[src/rtl/bp_be_pipe_int_clmul.sv]
// Iterative carry-less multiplier (clmul/clmulh/clmulr, full and word forms).
// Consumes bits_per_cycle_p multiplier bits per BUSY cycle; the result is held until yumi.

module bp_be_clmul_lane #(
  parameter int width_p = 64,
  parameter int j_p     = 0
) (
  input  logic                   bit_i,
  input  logic [2*width_p-1:0]   rs1_i,
  output logic [2*width_p-1:0]   pp_o
);
  assign pp_o = bit_i ? (rs1_i << j_p) : '0;
endmodule

module bp_be_pipe_int_clmul #(
  parameter int width_p          = 64,
  parameter int bits_per_cycle_p = 4,
  parameter int tag_width_p      = 5
) (
  input  logic                   clk_i,
  input  logic                   reset_n_i,
  input  logic                   flush_i,
  input  logic                   v_i,
  output logic                   ready_and_o,
  input  logic [1:0]             op_i,
  input  logic                   opw_i,
  input  logic [width_p-1:0]     rs1_i,
  input  logic [width_p-1:0]     rs2_i,
  input  logic [tag_width_p-1:0] tag_i,
  output logic                   v_o,
  output logic [width_p-1:0]     data_o,
  output logic [tag_width_p-1:0] tag_o,
  input  logic                   yumi_i
);
  localparam int half_lp = width_p/2;
  localparam int acc_lp  = 2*width_p;
  localparam int n_full  = width_p/bits_per_cycle_p;
  localparam int n_word  = half_lp/bits_per_cycle_p;
  localparam int cnt_w   = (n_full > 1) ? $clog2(n_full) : 1;

  typedef enum logic [1:0] {IDLE, BUSY, DONE} state_e;

  typedef struct packed {
    logic [1:0]             op;
    logic                   opw;
    logic [tag_width_p-1:0] tag;
  } req_s;

  state_e state_r, state_n;
  req_s   req_r;
  logic [acc_lp-1:0]  rs1_sh, acc_r, acc_nxt;
  logic [width_p-1:0] rs2_sh, mask;
  logic [cnt_w-1:0]   cnt_r, cnt_last;
  logic               accept, last;

  logic [bits_per_cycle_p-1:0][acc_lp-1:0] pp;
  logic [bits_per_cycle_p:0][acc_lp-1:0]   xr;

  // rs1 is pre-shifted each cycle, so lane j only ever needs a fixed shift by j
  assign xr[0] = acc_r;
  for (genvar j = 0; j < bits_per_cycle_p; j++) begin : g_lane
    bp_be_clmul_lane #(.width_p(width_p), .j_p(j)) lane (
      .bit_i (rs2_sh[j]),
      .rs1_i (rs1_sh),
      .pp_o  (pp[j])
    );
    assign xr[j+1] = xr[j] ^ pp[j];
  end
  assign acc_nxt = xr[bits_per_cycle_p];

  assign accept   = (state_r == IDLE) & v_i & ~flush_i;
  assign cnt_last = req_r.opw ? cnt_w'(n_word-1) : cnt_w'(n_full-1);
  assign last     = (state_r == BUSY) & (cnt_r == cnt_last);
  assign mask     = opw_i ? {{half_lp{1'b0}}, {half_lp{1'b1}}} : '1;

  always_ff @(posedge clk_i or negedge reset_n_i)
    if (!reset_n_i) state_r <= IDLE;
    else            state_r <= state_n;

  always_comb begin
    state_n = state_r;
    if (flush_i) state_n = IDLE;
    else case (state_r)
      IDLE:    if (v_i)    state_n = BUSY;
      BUSY:    if (last)   state_n = DONE;
      DONE:    if (yumi_i) state_n = IDLE;
      default: state_n = IDLE;
    endcase
  end

  // Result select on the final accumulator value
  logic [width_p-1:0] f_sel, res;
  logic [half_lp-1:0] w_sel;
  always_comb begin
    case (req_r.op)
      2'b01:   begin f_sel = acc_nxt[acc_lp-1:width_p];  w_sel = acc_nxt[width_p-1:half_lp];   end
      2'b10:   begin f_sel = acc_nxt[acc_lp-2:width_p-1]; w_sel = acc_nxt[width_p-2:half_lp-1]; end
      default: begin f_sel = acc_nxt[width_p-1:0];       w_sel = acc_nxt[half_lp-1:0];         end
    endcase
    res = req_r.opw ? {{half_lp{w_sel[half_lp-1]}}, w_sel} : f_sel;
  end

  always_ff @(posedge clk_i or negedge reset_n_i)
    if (!reset_n_i) begin
      req_r  <= '0;
      rs1_sh <= '0;
      rs2_sh <= '0;
      acc_r  <= '0;
      cnt_r  <= '0;
      data_o <= '0;
      tag_o  <= '0;
    end else if (accept) begin
      req_r  <= '{op: op_i, opw: opw_i, tag: tag_i};
      rs1_sh <= {{width_p{1'b0}}, rs1_i & mask};
      rs2_sh <= rs2_i & mask;
      acc_r  <= '0;
      cnt_r  <= '0;
    end else if ((state_r == BUSY) && !flush_i) begin
      rs1_sh <= rs1_sh << bits_per_cycle_p;
      rs2_sh <= rs2_sh >> bits_per_cycle_p;
      acc_r  <= acc_nxt;
      cnt_r  <= cnt_r + 1'b1;
      if (last) begin
        data_o <= res;
        tag_o  <= req_r.tag;
      end
    end

  assign v_o         = (state_r == DONE);
  assign ready_and_o = (state_r == IDLE);

endmodule

[config.mk]
export PLATFORM = sky130hd
export DESIGN_NAME = bp_be_pipe_int_clmul
export DESIGN_NICKNAME = d
export VERILOG_FILES = /design/src/rtl/bp_be_pipe_int_clmul.sv
export SDC_FILE = /design/constraint.sdc
export NUM_CORES = 1
export LEC_CHECK = 0
export ABC_AREA = 0
export CORE_ASPECT_RATIO = 1.1
export CORE_MARGIN = 4
export CORE_UTILIZATION = 30
export DETAILED_ROUTE_END_ITERATION = 8
export PLACE_DENSITY_LB_ADDON = 0.08
export SLEW_MARGIN = 20
export SYNTH_ARGS = -nofsm -noshare
export SYNTH_HDL_FRONTEND = slang
export SYNTH_SLANG_ARGS = --single-unit
[constraint.sdc]
create_clock -name clk_i -period 2.3 [get_ports clk_i]
set_clock_uncertainty 0.1 [all_clocks]
set_input_delay 0.46 -clock clk_i [delete_from_list [all_inputs] [get_ports clk_i]]
set_output_delay 0.46 -clock clk_i [all_outputs]
set_load 0.02 [all_outputs]
# --- Yosys cells after proc, flatten, opt, wreduce, memory -nomap -nowiden ---
# Index checks and enable logic that the tools add are counted.
word_totals:
  regBits: 403
classes:
  add_sub_neg: 1
  n_eq_ne: 8
  n_mux: 22
  n_bitwise: 11
  reduce_logical: 6
ops:
  columns: ["cell", "n"]
  rows:
  - ["two-way mux 128 bit", 8]
  - ["XOR 128 bit", 4]
  - ["two-way mux 64 bit", 4]
  - ["AND 64 bit", 2]
  - ["case mux 64 bit (2 select lines)", 1]
  - ["case mux 32 bit (2 select lines)", 1]
  - ["two-way mux 4 bit", 3]
  - ["two-way mux 2 bit", 4]
  - ["!= test 3 bit, second input constant", 2]
  - ["case mux 2 bit (3 select lines)", 1]
  - ["AND reduction 3 bit", 2]
  - ["adder 4 x 1 -> 4 bit, second input constant", 1]
  - ["== test 2 x 1 -> 1 bit, second input constant", 2]
  - ["== test 2 bit, second input constant", 2]
  - ["== test 4 bit", 1]
  - ["AND 1 bit", 3]
  - ["!= test 3 x 2 -> 1 bit, second input constant", 1]
  - ["zero test 2 bit", 1]
  - ["NOT 1 bit", 2]
  - ["nonzero test 2 bit", 1]
  - ["logical AND 1 bit", 1]
  - ["zero test 1 bit", 1]

# --- Longest topological paths before layout ---
depth:
  word_depth: 7
  depth_mapped: 10

# --- By module ---
# Synthesis repeated with hierarchy kept, for this count alone.
unflattened:
  hier_cells: 2727
  area_unflattened_um2: 26540.5
by_module_without_submodules:
  columns: ["module", "n_inst", "cells_each", "area_each_um2"]
  rows:
  - ["bp_be_pipe_int_clmul", 1, 2158, 22758.1]
  - ["bp_be_clmul_lane (g_lane[0].lane)", 1, 142, 988.4]
  - ["bp_be_clmul_lane (g_lane[1].lane)", 1, 143, 979.7]
  - ["bp_be_clmul_lane (g_lane[3].lane)", 1, 142, 910.9]
  - ["bp_be_clmul_lane (g_lane[2].lane)", 1, 142, 903.4]

# --- Worst setup path after synthesis ---
# OpenSTA, ideal clock, no wires.
synth_path:
  path_type: "flip-flop to flip-flop"
  from: "register rs2_sh[2]"
  to: "register data_o[33]"
  setup_ns: 0.121
  arrival_ns: 1.909
  required_ns: 2.079
  setup_slack_ns: 0.170
  path_stages_with_launch: 9
  path_buffers: 2
  synth_period_minus_slack_ns: 2.130
  cell_sequence: "dfrtp_1 buf_4 nand2_1 xnor3_2 xnor2_2 a221oi_2 o21ai_4 buf_6 o22a_1"
synth_via:
  elab_chain_len: 5
  word_cells_on_any_way: 6
  classes_between: "4 x mux; 2 x bitwise"
synth_rtl:
  columns: ["element", "line_no", "rtl"]
  rows:
  - ["start: declaration", "52", "logic [width_p-1:0] rs2_sh, mask;"]
  - ["start signal: assignment", "115", "rs2_sh <= rs2_i & mask;"]
  - ["start signal: assignment", "120", "rs2_sh <= rs2_sh >> bits_per_cycle_p;"]
  - ["two-way mux 128 bit *", "12", "assign pp_o = bit_i ? (rs1_i << j_p) : '0;"]
  - ["XOR 128 bit * (2 in a row)", "67", "assign xr[j+1] = xr[j] ^ pp[j];"]
  - ["case mux 64 bit (2 select lines) / case mux 32 bit (2 select lines) (equally long branches)", "95", "case (req_r.op)"]
  - ["two-way mux 64 bit *", "100", "res = req_r.opw ? {{half_lp{w_sel[half_lp-1]}}, w_sel} : f_sel;"]
  - ["end signal: assignment", "124", "data_o <= res;"]
  - ["end: declaration", "31", "output logic [width_p-1:0] data_o,"]
# Mark *: on every way between the ends. The rest lies on a longest branch, timed or not.
# A chain may end at the register's enable or synchronous reset.

# --- Final worst setup path ---
layout_path:
  from: "register rs2_sh[2]"
  to: "register data_o[5]"
# Same word-level chain as after synthesis.

==> flow_metrics.env <==
export IMPL_status="complete, but fails checks"
export IMPL_violations="setup timing"
export IMPL_syn_nets=2801
export IMPL_first_pass_iters=5
export IMPL_grt_total_usage=0.2040
export IMPL_avgSynthCellArea_sq_um=9.138
export IMPL_setup_viol=57
export IMPL_ys_flop_type="dfrtp_1"
export IMPL_yosys_top_cells_count="911 x nand2_1, 403 x dfrtp_1, 184 x xnor2_1"
export IMPL_synth_area_sq_mm=0.02428
export IMPL_tightest_slew_ps=604.1
export IMPL_met3_length_um=4185
export IMPL_path_cells="buf_12 > buf_12 > buf_8 > nand2_2 > xnor3_1 > xnor2_2 > buf_4 > a22oi_2 > o21ai_1 > a21o_1"
export IMPL_ys_seq_area_frac=0.4154
export IMPL_maxCapViolCount=0
export IMPL_final_nets=3182
export IMPL_layout_drive_gt1_share=0.2017
export IMPL_design_core_area_sq_mm=0.08033
export IMPL_p_leak_uw=0.01555
export IMPL_arrival_ps=2850
export IMPL_cp_max_fo=7
export IMPL_drt_iter0_drc=1435
export IMPL_ys_warn_count=0
export IMPL_dpl_hpwl_um=62190
export IMPL_clock_root_buffer="clkbuf_16"
export IMPL_worst_setup_path_type="register to register"
export IMPL_synthCells=2657
export IMPL_cp_common_cell="buf_12"
export IMPL_post_route_period_util=1.073
export IMPL_critPathLaunchType="register"
export IMPL_drc_errors=0
export IMPL_fin_ws_ps=-166.9
export IMPL_drv_slew=0
export IMPL_insertion_delay_ps=610
export IMPL_grt_pass1_vias=21690
export IMPL_synth_most_common_cell="nand2_1"
export IMPL_fin_crit_ps=2467
export IMPL_design_power_total_uw=33290
export IMPL_die_h_um=306.4
export IMPL_antenna_found_initial=2
export IMPL_wl_met2_um=43590
export IMPL_ir_drop_uv=586.7
export IMPL_max_slew_margin=0.5973
export IMPL_cpMaxStageDelayCell="dfrtp_4"
export IMPL_ys_ff_latch=403
export IMPL_fmax_ghz=0.4054
export IMPL_top_layer_used="met4"
export IMPL_clkSinkCount=403
export IMPL_pin_count=212
export IMPL_ys_types=43
export IMPL_wl_per_cell_um=21.86
export IMPL_antennaDiodeCount=0
export IMPL_yosysTopAreaCell="dfrtp_1"
export IMPL_fin_hold_ws_ps=173.2
export IMPL_wl_met1_um=40140
export IMPL_grt_max_degree=85
export IMPL_slowest_delay_ps=490
export IMPL_routed_wl_um=90340
export IMPL_hp_class="input pin to asynchronous set/reset pin"
export IMPL_rows=109
export IMPL_tritoncts="yes"
export IMPL_clockBufferDepth=3
export IMPL_design_die_area_sq_mm=0.08555
export IMPL_rsz0062_at_grt="yes"
export IMPL_route_antenna_remaining_nets=0
export IMPL_io_buffer_count=211
export IMPL_cts_buffers=51
export IMPL_finalHoldViolCount=0
export IMPL_synth_edf_count=0
export IMPL_cp_required_ps=2690
export IMPL_async_reset_ff_frac=1.000
export IMPL_drt_vias_per_instance=5.123
export IMPL_start_util=0.3023
export IMPL_clk_pin_slew_ps=60
export IMPL_syn_to_final_growth_pct=36.81
export IMPL_end_kind="register"
export IMPL_grt_pass1_wl_um=136000
export IMPL_power_density_mw_per_mm2=1002
export IMPL_grt_overflow_total=0
export IMPL_fp_dieW_um=279.2
export IMPL_synthTopCellsByArea="dfrtp_1 42%, nand2_1 14%, xnor3_1 8.8%, xnor2_1 6.6%, a22o_1 5.2%"
export IMPL_num_vias=21175
export IMPL_netlist_area_leader_share=0.4154
export IMPL_htree_levels=2
export IMPL_globalplace_congestion=0.8238
stage by stage:
| step | cell area [sq um] | util | instances | setup WS (ps) | setup TNS [ps] |
|---|---|---|---|---|---|
| 2_1_floorplan | 24280 | - | 2657 | 169.9 | 0 |
| 3_3_place_gp | 29550 | 0.3678 | 3997 | -301.3 | -25260 |
| 3_5_place_dp | 29550 | 0.3678 | 3997 | -326.0 | -39160 |
| 4_1_cts | 32290 | 0.4020 | 4115 | -170.1 | -4854 |
| 5_1_grt | 33220 | 0.4135 | 4133 | -220.7 | -9817 |
| 6_report | 33220 | 0.4135 | 4133 | -166.9 | -4924 |
flip-flops by register name (all words and copies together), names as in the netlist:
| register | flops |
|---|---|
| tag_o | 5 |
| rs2_sh | 64 |
| state_r | 2 |
| rs1_sh | 128 |
| data_o | 64 |
| req_r | 8 |
| acc_r | 128 |
| cnt_r | 4 |
cell usage in the layout (no fill, tap or decap), types with 11 or more instances in the layout:
| cell | n |
|---|---|
| a21o_1 | 28 |
| a31oi_1 | 43 |
| nor3_1 | 29 |
| clkdlybuf4s50_1 | 196 |
| xnor2_2 | 63 |
| a221oi_2 | 23 |
| a221oi_1 | 12 |
| buf_4 | 247 |
| dfrtp_1 | 399 |
| nor2_1 | 80 |
| o22a_1 | 33 |
| buf_6 | 11 |
| dlygate4sd2_1 | 11 |
| o21ai_1 | 16 |
| nand2_1 | 884 |
| o221ai_1 | 13 |
| xnor2_1 | 115 |
| nand2_2 | 25 |
| clkbuf_16 | 57 |
| a21oi_1 | 49 |
| a22oi_1 | 92 |
| xnor3_1 | 86 |
| xor2_1 | 118 |
| buf_12 | 51 |
| a22oi_2 | 16 |
| clkbuf_8 | 13 |
| clkbuf_1 | 11 |
| a22o_1 | 145 |
| xor2_2 | 15 |
| o21ai_0 | 74 |
layout make-up:
type                            count  area (sq um)
Fill cell                        7833         47110
Multi-Input combinational cell   2041         14600
Sequential cell                   403         10100
Timing Repair Buffer              535          5400
Clock buffer                       75          1496
Tap cell                         1054          1319
Clock inverter                     19         281.5
Inverter                            6         22.52
worst max-delay path: cells and delay by family (launching register included):
kind	cells	cell delay [ps]
AOI/OAI and AO/OA	3	520
and+or+nand+nor	1	60
buffers and inverters	4	560
DFF	1	490
xor gates and xnor gates	2	630
logic make-up after synthesis:
logic type / Yosys count / share of synthesized area
and+or+nand+nor: 1045 / 0.1648
DFF: 403 / 0.4154
AOI/OAI and AO/OA: 577 / 0.1753
buffers and inverters: 213 / 0.03793
xor gates and xnor gates: 416 / 0.2052
adders and majority gates: 3 / 0.001546
layer usage:
| layer | GRT usage | vias to the layer above |
|---|---|---|
| li1 | - | 9838 |
| met1 | 0.2793 | 10728 |
| met2 | 0.3391 | 492 |
| met3 | 0.03099 | 117 |
| met4 | 0.05282 | 0 |
| met5 | 0 | - |
power by group:
part / leakage, uW / switching (uW) / internal [uW] / total (uW)
sequential: 0.00536 / 1290 / 8240 / 9530
combinational: 0.00930 / 7820 / 7300 / 15100
clock: 0.000883 / 3360 / 5270 / 8630
total: 0.0155 / 12500 / 20800 / 33300
worst paths after layout:
check | slack, ps | cells past startpoint | from | end
min | 170 | 2 | reset_n_i | rs1_sh[49]
max reg2reg | -170 | 10 | rs2_sh[2] | data_o[5]
min reg2reg | 370 | 2 | req_r[0] | tag_o[0]
max in group asynchronous | 1030 | 3 | reset_n_i | acc_r[102]
min in group clk_i | 300 | 3 | tag_i[2] | req_r[2]
max | -170 | 10 | rs2_sh[2] | data_o[5]
repair_timing:
action,4_1_cts,5_1_grt
pin swaps,62,62
hold buffers,1,0
hold endpoints to repair,209,0
buffers inserted,29,14
gates resized for setup,148,135
endpoints found under the setup margin,74,70
gates cloned,1,6
No activity file was read; power rests on OpenSTA's default activity.
